===== src/rtl/decode_stage.sv =====
// RV32I decode stage: one output register with valid/ready handshake,
// load-use bubble insertion, flush, and accept/stall performance counters.
package rv32i_types;
  typedef enum logic [6:0] {
    op_lui   = 7'b0110111,
    op_auipc = 7'b0010111,
    op_jal   = 7'b1101111,
    op_jalr  = 7'b1100111,
    op_br    = 7'b1100011,
    op_load  = 7'b0000011,
    op_store = 7'b0100011,
    op_imm   = 7'b0010011,
    op_reg   = 7'b0110011
  } rv32i_opcode;

  typedef enum logic [2:0] {
    alu_add = 3'b000,
    alu_sll = 3'b001,
    alu_sra = 3'b010,
    alu_sub = 3'b011,
    alu_xor = 3'b100,
    alu_srl = 3'b101,
    alu_or  = 3'b110,
    alu_and = 3'b111
  } alu_ops;

  typedef enum logic [2:0] {
    beq  = 3'b000,
    bne  = 3'b001,
    blt  = 3'b100,
    bge  = 3'b101,
    bltu = 3'b110,
    bgeu = 3'b111
  } branch_funct3_t;

  typedef struct packed {
    rv32i_opcode    opcode;
    alu_ops         aluop;
    branch_funct3_t cmpop;
    logic           alumux1_sel;
    logic           alumux2_sel;
    logic           load_regfile;
    logic           data_read;
    logic           data_write;
    logic           load_data_address;
    logic           load_data_out;
    logic           load_data_value;
  } rv32i_control_word;
endpackage

module decode_stage
  import rv32i_types::*;
#(
  parameter int STALL_CNT_W = 16
) (
  input  logic                   clk,
  input  logic                   rst_n,
  input  logic                   if_valid,
  output logic                   if_ready,
  input  logic [31:0]            if_pc,
  input  logic [31:0]            if_instr,
  input  logic                   flush,
  output logic                   ex_valid,
  input  logic                   ex_ready,
  output logic [31:0]            ex_pc,
  output logic [31:0]            ex_instr,
  output rv32i_control_word      ex_ctrl,
  output logic [4:0]             ex_rs1,
  output logic [4:0]             ex_rs2,
  output logic [4:0]             ex_rd,
  output logic [31:0]            ex_imm,
  output logic                   ex_illegal,
  output logic [31:0]            instr_count,
  output logic [STALL_CNT_W-1:0] stall_count
);

  logic                   r_valid;
  logic [31:0]            r_pc;
  logic [31:0]            r_instr;
  rv32i_control_word      r_ctrl;
  logic [4:0]             r_rs1;
  logic [4:0]             r_rs2;
  logic [4:0]             r_rd;
  logic [31:0]            r_imm;
  logic                   r_illegal;
  logic [31:0]            r_icnt;
  logic [STALL_CNT_W-1:0] r_stall;

  logic [6:0] w_op;
  logic [2:0] w_f3;
  logic [4:0] w_rs1;
  logic [4:0] w_rs2;
  logic [4:0] w_rd;
  logic w_lui, w_auipc, w_jal, w_jalr, w_br;
  logic w_load, w_store, w_opimm, w_opreg;
  logic w_use1, w_use2, w_wr_rd;
  logic w_hazard, w_accept, w_bubble, w_legal;
  rv32i_control_word w_ctrl;
  logic [31:0] w_imm;
  alu_ops w_alu;

  assign w_op  = if_instr[6:0];
  assign w_f3  = if_instr[14:12];
  assign w_rs1 = if_instr[19:15];
  assign w_rs2 = if_instr[24:20];
  assign w_rd  = if_instr[11:7];

  assign w_lui   = (w_op == op_lui);
  assign w_auipc = (w_op == op_auipc);
  assign w_jal   = (w_op == op_jal);
  assign w_jalr  = (w_op == op_jalr);
  assign w_br    = (w_op == op_br);
  assign w_load  = (w_op == op_load);
  assign w_store = (w_op == op_store);
  assign w_opimm = (w_op == op_imm);
  assign w_opreg = (w_op == op_reg);

  assign w_use1  = w_jalr | w_br | w_load | w_store | w_opimm | w_opreg;
  assign w_use2  = w_br | w_store | w_opreg;
  assign w_wr_rd = (w_rd != 5'd0);

  always_comb begin
    w_alu = alu_ops'(w_f3);
    if (w_f3 == 3'b101 && if_instr[30])
      w_alu = alu_sra;
    if (w_opreg && w_f3 == 3'b000 && if_instr[30])
      w_alu = alu_sub;
  end

  always_comb begin
    w_ctrl        = '0;
    w_ctrl.opcode = rv32i_opcode'(w_op);
    w_ctrl.aluop  = alu_add;
    w_ctrl.cmpop  = beq;
    w_imm         = '0;
    w_legal       = 1'b1;
    unique case (1'b1)
      w_lui, w_auipc: begin
        w_imm = {if_instr[31:12], 12'b0};
        w_ctrl.alumux1_sel  = w_auipc;
        w_ctrl.load_regfile = w_wr_rd;
      end
      w_jal: begin
        w_imm = {{12{if_instr[31]}}, if_instr[19:12],
                 if_instr[20], if_instr[30:21], 1'b0};
        w_ctrl.alumux1_sel  = 1'b1;
        w_ctrl.load_regfile = w_wr_rd;
      end
      w_jalr: begin
        w_imm = {{20{if_instr[31]}}, if_instr[31:20]};
        w_ctrl.load_regfile = w_wr_rd;
      end
      w_br: begin
        w_imm = {{20{if_instr[31]}}, if_instr[7],
                 if_instr[30:25], if_instr[11:8], 1'b0};
        w_ctrl.alumux1_sel = 1'b1;
        w_ctrl.cmpop = branch_funct3_t'(w_f3);
      end
      w_load: begin
        w_imm = {{20{if_instr[31]}}, if_instr[31:20]};
        w_ctrl.load_regfile      = w_wr_rd;
        w_ctrl.data_read         = 1'b1;
        w_ctrl.load_data_address = 1'b1;
        w_ctrl.load_data_value   = 1'b1;
      end
      w_store: begin
        w_imm = {{20{if_instr[31]}}, if_instr[31:25], if_instr[11:7]};
        w_ctrl.data_write        = 1'b1;
        w_ctrl.load_data_address = 1'b1;
        w_ctrl.load_data_out     = 1'b1;
      end
      w_opimm, w_opreg: begin
        if (w_opimm)
          w_imm = {{20{if_instr[31]}}, if_instr[31:20]};
        w_ctrl.alumux2_sel  = w_opreg;
        w_ctrl.load_regfile = w_wr_rd;
        w_ctrl.aluop        = w_alu;
        if (w_f3 == 3'b010)
          w_ctrl.cmpop = blt;
        else if (w_f3 == 3'b011)
          w_ctrl.cmpop = bltu;
      end
      default: w_legal = 1'b0;
    endcase
  end

  // Only a held load whose result the incoming instruction needs forces a stall.
  assign w_hazard = if_valid & r_valid & (r_ctrl.opcode == op_load)
                  & (r_rd != 5'd0)
                  & ((w_use1 & (w_rs1 == r_rd)) | (w_use2 & (w_rs2 == r_rd)));

  assign if_ready = ~flush & ~w_hazard & (~r_valid | ex_ready);
  assign w_accept = if_valid & if_ready;
  assign w_bubble = w_hazard & ex_ready & ~flush;

  always_ff @(posedge clk or negedge rst_n) begin
    if (!rst_n) begin
      r_valid   <= 1'b0;
      r_pc      <= '0;
      r_instr   <= '0;
      r_ctrl    <= '0;
      r_rs1     <= '0;
      r_rs2     <= '0;
      r_rd      <= '0;
      r_imm     <= '0;
      r_illegal <= 1'b0;
      r_icnt    <= '0;
      r_stall   <= '0;
    end else begin
      if (flush) begin
        r_valid <= 1'b0;
      end else if (w_accept) begin
        r_valid   <= 1'b1;
        r_pc      <= if_pc;
        r_instr   <= if_instr;
        r_ctrl    <= w_ctrl;
        r_rs1     <= w_rs1;
        r_rs2     <= w_rs2;
        r_rd      <= w_rd;
        r_imm     <= w_imm;
        r_illegal <= ~w_legal;
      end else if (ex_ready) begin
        r_valid <= 1'b0;
      end
      if (w_accept)
        r_icnt <= r_icnt + 32'd1;
      if (w_bubble && r_stall != '1)
        r_stall <= r_stall + STALL_CNT_W'(1);
    end
  end

  assign ex_valid    = r_valid;
  assign ex_pc       = r_pc;
  assign ex_instr    = r_instr;
  assign ex_ctrl     = r_ctrl;
  assign ex_rs1      = r_rs1;
  assign ex_rs2      = r_rs2;
  assign ex_rd       = r_rd;
  assign ex_imm      = r_imm;
  assign ex_illegal  = r_illegal;
  assign instr_count = r_icnt;
  assign stall_count = r_stall;

endmodule

===== config.mk =====
export PLATFORM = sky130hd
export DESIGN_NAME = decode_stage
export DESIGN_NICKNAME = d
export VERILOG_FILES = /design/src/rtl/decode_stage.sv
export SDC_FILE = /design/constraint.sdc
export NUM_CORES = 1
export LEC_CHECK = 0
export BUFFER_PORTS_ARGS = -buffer_cell sky130_fd_sc_hd__buf_2
export CORE_AREA = 2 2 144 111
export DETAILED_ROUTE_END_ITERATION = 8
export DIE_AREA = 0 0 146 113
export GPL_TIMING_DRIVEN = 0
export HOLD_SLACK_MARGIN = 0.03
export PLACE_DENSITY = 0.78
export SKIP_LAST_GASP = 1
export SLEW_MARGIN = 40
export SYNTH_ARGS = -nofsm -noshare
export SYNTH_HDL_FRONTEND = slang
export SYNTH_SLANG_ARGS = --single-unit

===== constraint.sdc =====
create_clock -name clk -period 3.5 [get_ports clk]
set_input_delay 0.35 -clock clk [delete_from_list [all_inputs] [get_ports clk]]
set_output_delay 0.35 -clock clk [all_outputs]
set_load 0.01 [all_outputs]

* After elaboration in Yosys (flattened, before gate mapping)
Cells that the tools add are included.
** Word-level totals
- Register bits :: 180
- Word-level logic and storage cells :: 95
- Input port bits :: 69
- Output and inout port bits :: 183
** Cells by class
- Bitwise operators :: 24
- Reduce and logical (&&, ||, !) cells :: 16
- Add/subtract/negate cells :: 2
- Mux-type cells :: 18
- Equal/unequal tests :: 16
** Operator list (number)
- 32-bit one-hot mux with 6 select lines :: 1
- 32-bit by 1-bit adder with 32-bit output, second input constant :: 1
- 32-bit 2-to-1 mux :: 1
- 7-bit by 6-bit equality test with 1-bit output, second input constant :: 3
- 7-bit equality test, second input constant :: 3
- 16-bit by 1-bit adder with 16-bit output, second input constant :: 1
- 16-bit inequality test, second input constant :: 1
- 3-bit 2-to-1 mux :: 5
- 7-bit by 2-bit equality test with 1-bit output, second input constant :: 2
- 7-bit by 5-bit equality test with 1-bit output, second input constant :: 2
- 1-bit bitwise AND :: 11
- 5-bit equality test :: 2
- 5-bit nonzero test :: 2
- 2-bit OR reduction :: 5
- 1-bit 2-to-1 mux :: 9
- 1-bit OR :: 9
- 9-bit OR reduction :: 1
- 7-bit OR reduction :: 1
- 3-bit by 2-bit equality test with 1-bit output, second input constant :: 2
- 3-bit one-hot mux with 2 select lines :: 1
- 1-bit logical AND :: 4
- 1-bit NOT :: 4
- 3-bit equality test, second input constant :: 1
- 3-bit zero test :: 1
- 3 further kinds :: 3

* Longest topological paths before layout
- Depth after elaboration :: 15
- Depth in mapped cells :: 10
- Gate-level depth less buffers :: 6

* Least setup slack after synthesis
OpenSTA, ideal clock, no wires.
- Path type :: register to register
- Start :: register, netlist name ex_instr[2]
- End :: register r_icnt[1] (netlist: instr_count[1])
- Arrival :: 2.356 ns
- Period minus slack after synthesis :: 2.484 ns
- Stages on the path, launching flop included :: 10
- Library setup time :: 0.128 ns
- Buffers on the path :: 3
- Slack :: 1.016 ns
- Cell sequence :: dfrtp_1 nor4_1 nand3_1 a211o_1 a2111oi_4 or2_1 buf_2 buf_6 buf_4 mux2_1
** RTL lines
- end signal, assigned :: line 226 : r_icnt <= r_icnt + 32'd1;
- end, declared :: line 86 : logic [31:0] r_icnt;

==> impl_metrics.json <==
{
  "outcome": "completed",
  "start_util_pct": 49.3,
  "core_um2": 15000,
  "yosys.area.top_type_share_pct": 53.4,
  "cp.required_ns": 3.15,
  "cts_tree": "done",
  "gp_congestion": 0.890,
  "area_growth_syn_to_layout_pct": 29.8,
  "cts_buffers": 17,
  "die_w_um": 146,
  "clock_sinks": 158,
  "synth_cells": 668,
  "period_needed_ns": 3.33,
  "synth_cell_types": 47,
  "drc_errors": 0,
  "max_freq_mhz": 300,
  "crit_arrival_ns": 2.98,
  "power_density_nw_per_um2": 517,
  "grt_overflow": 0,
  "cts_htree_levels": 4,
  "grt_pass1_wl_mm": 32.8,
  "fin_crit_sh_pct": 95.2,
  "yosys-top-cells-area": "dfrtp_1 (53%), mux2_1 (9.6%), o21ai_0 (4.7%)",
  "grt_max_degree": 67,
  "globalRouteTotalUtil_pct": 25.5,
  "ctsHoldBuffers": 1,
  "fin_skew_ns": 0.00999,
  "async_flop_share_pct": 100,
  "start_kind": "flop",
  "io_buffers": 251,
  "cts.clk_slew.worst_paths_ns": 0.07,
  "irDropWorstVdd_v": 0.000389,
  "routed_wl_mm": 21.0,
  "drv_cap": 0,
  "ys_ff_latch": 158,
  "syn_nets": 739,
  "ios": 252,
  "dp_slack_ns": 0.188,
  "detail_route.wl_per_cell_um": 18.1,
  "postCtsSetupBuffers": 0,
  "vias_per_cell": 5.46,
  "ys_warn_count": 0,
  "leakage_nw": 4.83,
  "hp-class": "in -> reg",
  "antenna_found_initial": 0,
  "cts_root_buffer": "clkbuf_16",
  "dp_hpwl_mm": 15.8,
  "crit_type": "reg -> out",
  "antenna_cells": 0,
  "synthFlopType": "dfrtp_1",
  "worst_slew_pin_slew_ns": 0.801,
  "syn_area_um2": 7400,
  "drtIter0Drc": 356,
  "layout.nets": 1012,
  "slew_violations": 0,
  "worstSetupEndpointType": "output port",
  "die-area_um2": 16500,
  "setup_viol": 0,
  "power_w": 0.00497,
  "hold_violations": 0,
  "synth_top_area_cell": "dfrtp_1",
  "slew_headroom_pct": 46.5,
  "yosysSeqAreaShare_pct": 53.4,
  "cts.path.max_buffers": 2,
  "post_cts_resized": 0,
  "die_height_um": 113,
  "grt_pass1_vias": 6050,
  "syn_avg_cell_area_um2": 11.1,
  "drive_gt1_share_pct": 36.3,
  "layout_setup_ws_ns": 0.166,
  "rows": 39,
  "synth_edf_count": 0,
  "cp_max_fo": 10,
  "worst_skew_pair.late_latency_ns": 0.42,
  "timing.hold.ws_ns": 0.137,
  "rsz0062_at_grt": "false",
  "drtPass1Iterations": 7,
  "num_vias": 6333,
  "antenna_left": 0
}
[power breakdown]
part / internal [W] / switching [W]
Combinational: 0.000409 / 0.000466
Sequential: 0.00201 / 0.000171
Clock: 0.00113 / 0.000772
Total: 0.00355 / 0.00141
[cell usage after synthesis (2+ instances only)]
cell      count
nor4_1        7
nor3b_1       3
buf_2         8
o31ai_1       4
o21ai_0      69
a21oi_1      18
buf_6         7
xor2_1       31
a21o_1        2
and2_1        6
a22oi_1       5
inv_1         3
nand4b_1      3
xnor2_1      23
nand4_1      17
a211oi_1      4
clkbuf_1     22
nor3_1       29
nor2b_1       3
mux2_2       15
ha_1          2
nand2b_1      5
and3b_1       3
nand3_1      26
or2_2         2
and4_1        5
and3_1       10
mux2_1       63
dfrtp_1     158
nor2_1       18
buf_4        25
nand2_1      57
[per-layer routing]
metal  routed length (µm)  track usage [%]  part of all wire (%)
met1                 9150             35.4                    44
met2                 9770             39.6                    47
met3                 1790             7.74                   8.5
met4                  295             6.73                   1.4
met5                    0                0                     0
[layout by cell type, fill, tap and decap left out, drive strengths merged, types with 4 or more instances in the layout]
master / synthesis / final
buf: 41 / 294
dfrtp: 158 / 158
mux2: 78 / 78
o21ai: 69 / 69
nand2: 57 / 57
clkbuf: 22 / 39
xor2: 31 / 31
nor3: 29 / 29
nand3: 26 / 26
xnor2: 23 / 23
a21oi: 18 / 18
nor2: 18 / 18
nand4: 17 / 17
and3: 10 / 10
and2: 7 / 7
nor4: 7 / 7
inv: 3 / 7
nand2b: 5 / 5
a22oi: 5 / 5
and4: 5 / 5
clkinv: 0 / 5
a211oi: 4 / 4
o31ai: 4 / 4
[cell type report]
type,instances,area [µm²]
fillers,1232,5420
flip-flops and latches,158,3950
multi-input cells,444,3060
repair buffers,254,1330
clock buffers,17,425
plain buffers,63,393
well taps,205,256
clock inverters,15,184
inverters,3,11.3
[state kept, by name, indices dropped and copies added (netlist names)]
signal and cells:
ex_ctrl 12, ex_illegal 1, ex_imm 32, ex_instr 32, ex_pc 32, ex_valid 1
instr_count 32, stall_count 16
[worst max-delay path, cell delays in order (launching register included)]
cell and delay [ns]:
dfrtp_1 0.46, nor4_1 0.31, nand3_1 0.15, a211o_1 0.32, a2111oi_4 0.65, clkbuf_1 0.42, nor2_1 0.10, buf_2 0.16
[final timing paths]
| kind | start | endpoint | slack (ns) | depth (start not counted) |
|---|---|---|---|---|
| worst max-delay path | ex_instr[5]$_DFFE_PN0P_ | if_ready | 0.17 | 7 |
| worst min-delay path | if_pc[22] | ex_pc[22]$_DFFE_PN0P_ | 0.14 | 2 |
| worst max register to register | ex_instr[5]$_DFFE_PN0P_ | ex_pc[12]$_DFFE_PN0P_ | 0.39 | 9 |
| worst min register to register | instr_count[31]$_DFFE_PN0P_ | instr_count[31]$_DFFE_PN0P_ | 0.48 | 1 |
| max in group asynchronous | rst_n | instr_count[20]$_DFFE_PN0P_ | 2.44 | 3 |
| min in group asynchronous | rst_n | ex_pc[21]$_DFFE_PN0P_ | 0.42 | 2 |
[metrics by stage]
stage	TNS, ns	area, µm²	instances	util (%)
floorplan	0	7400	668	-
detailed placement	0	8990	1126	59.8
finish	0	9610	1159	64.0
CTS	0	9610	1159	64.0
global route	0	9610	1159	64.0
global placement	-47.01	8920	1124	59.3
[kinds of logic after synthesis]
| group | Yosys count | synth area share, % |
|---|---|---|
| xor gates and xnor gates | 54 | 6.39 |
| and+or+nand+nor | 200 | 14.0 |
| buffers and inverters | 66 | 5.46 |
| adders and majority gates | 2 | 0.338 |
| DFF | 158 | 53.4 |
| muxes | 78 | 11.9 |
| AOI/OAI and AO/OA | 110 | 8.59 |
Note: power is estimated with default switching activity, not from simulation.
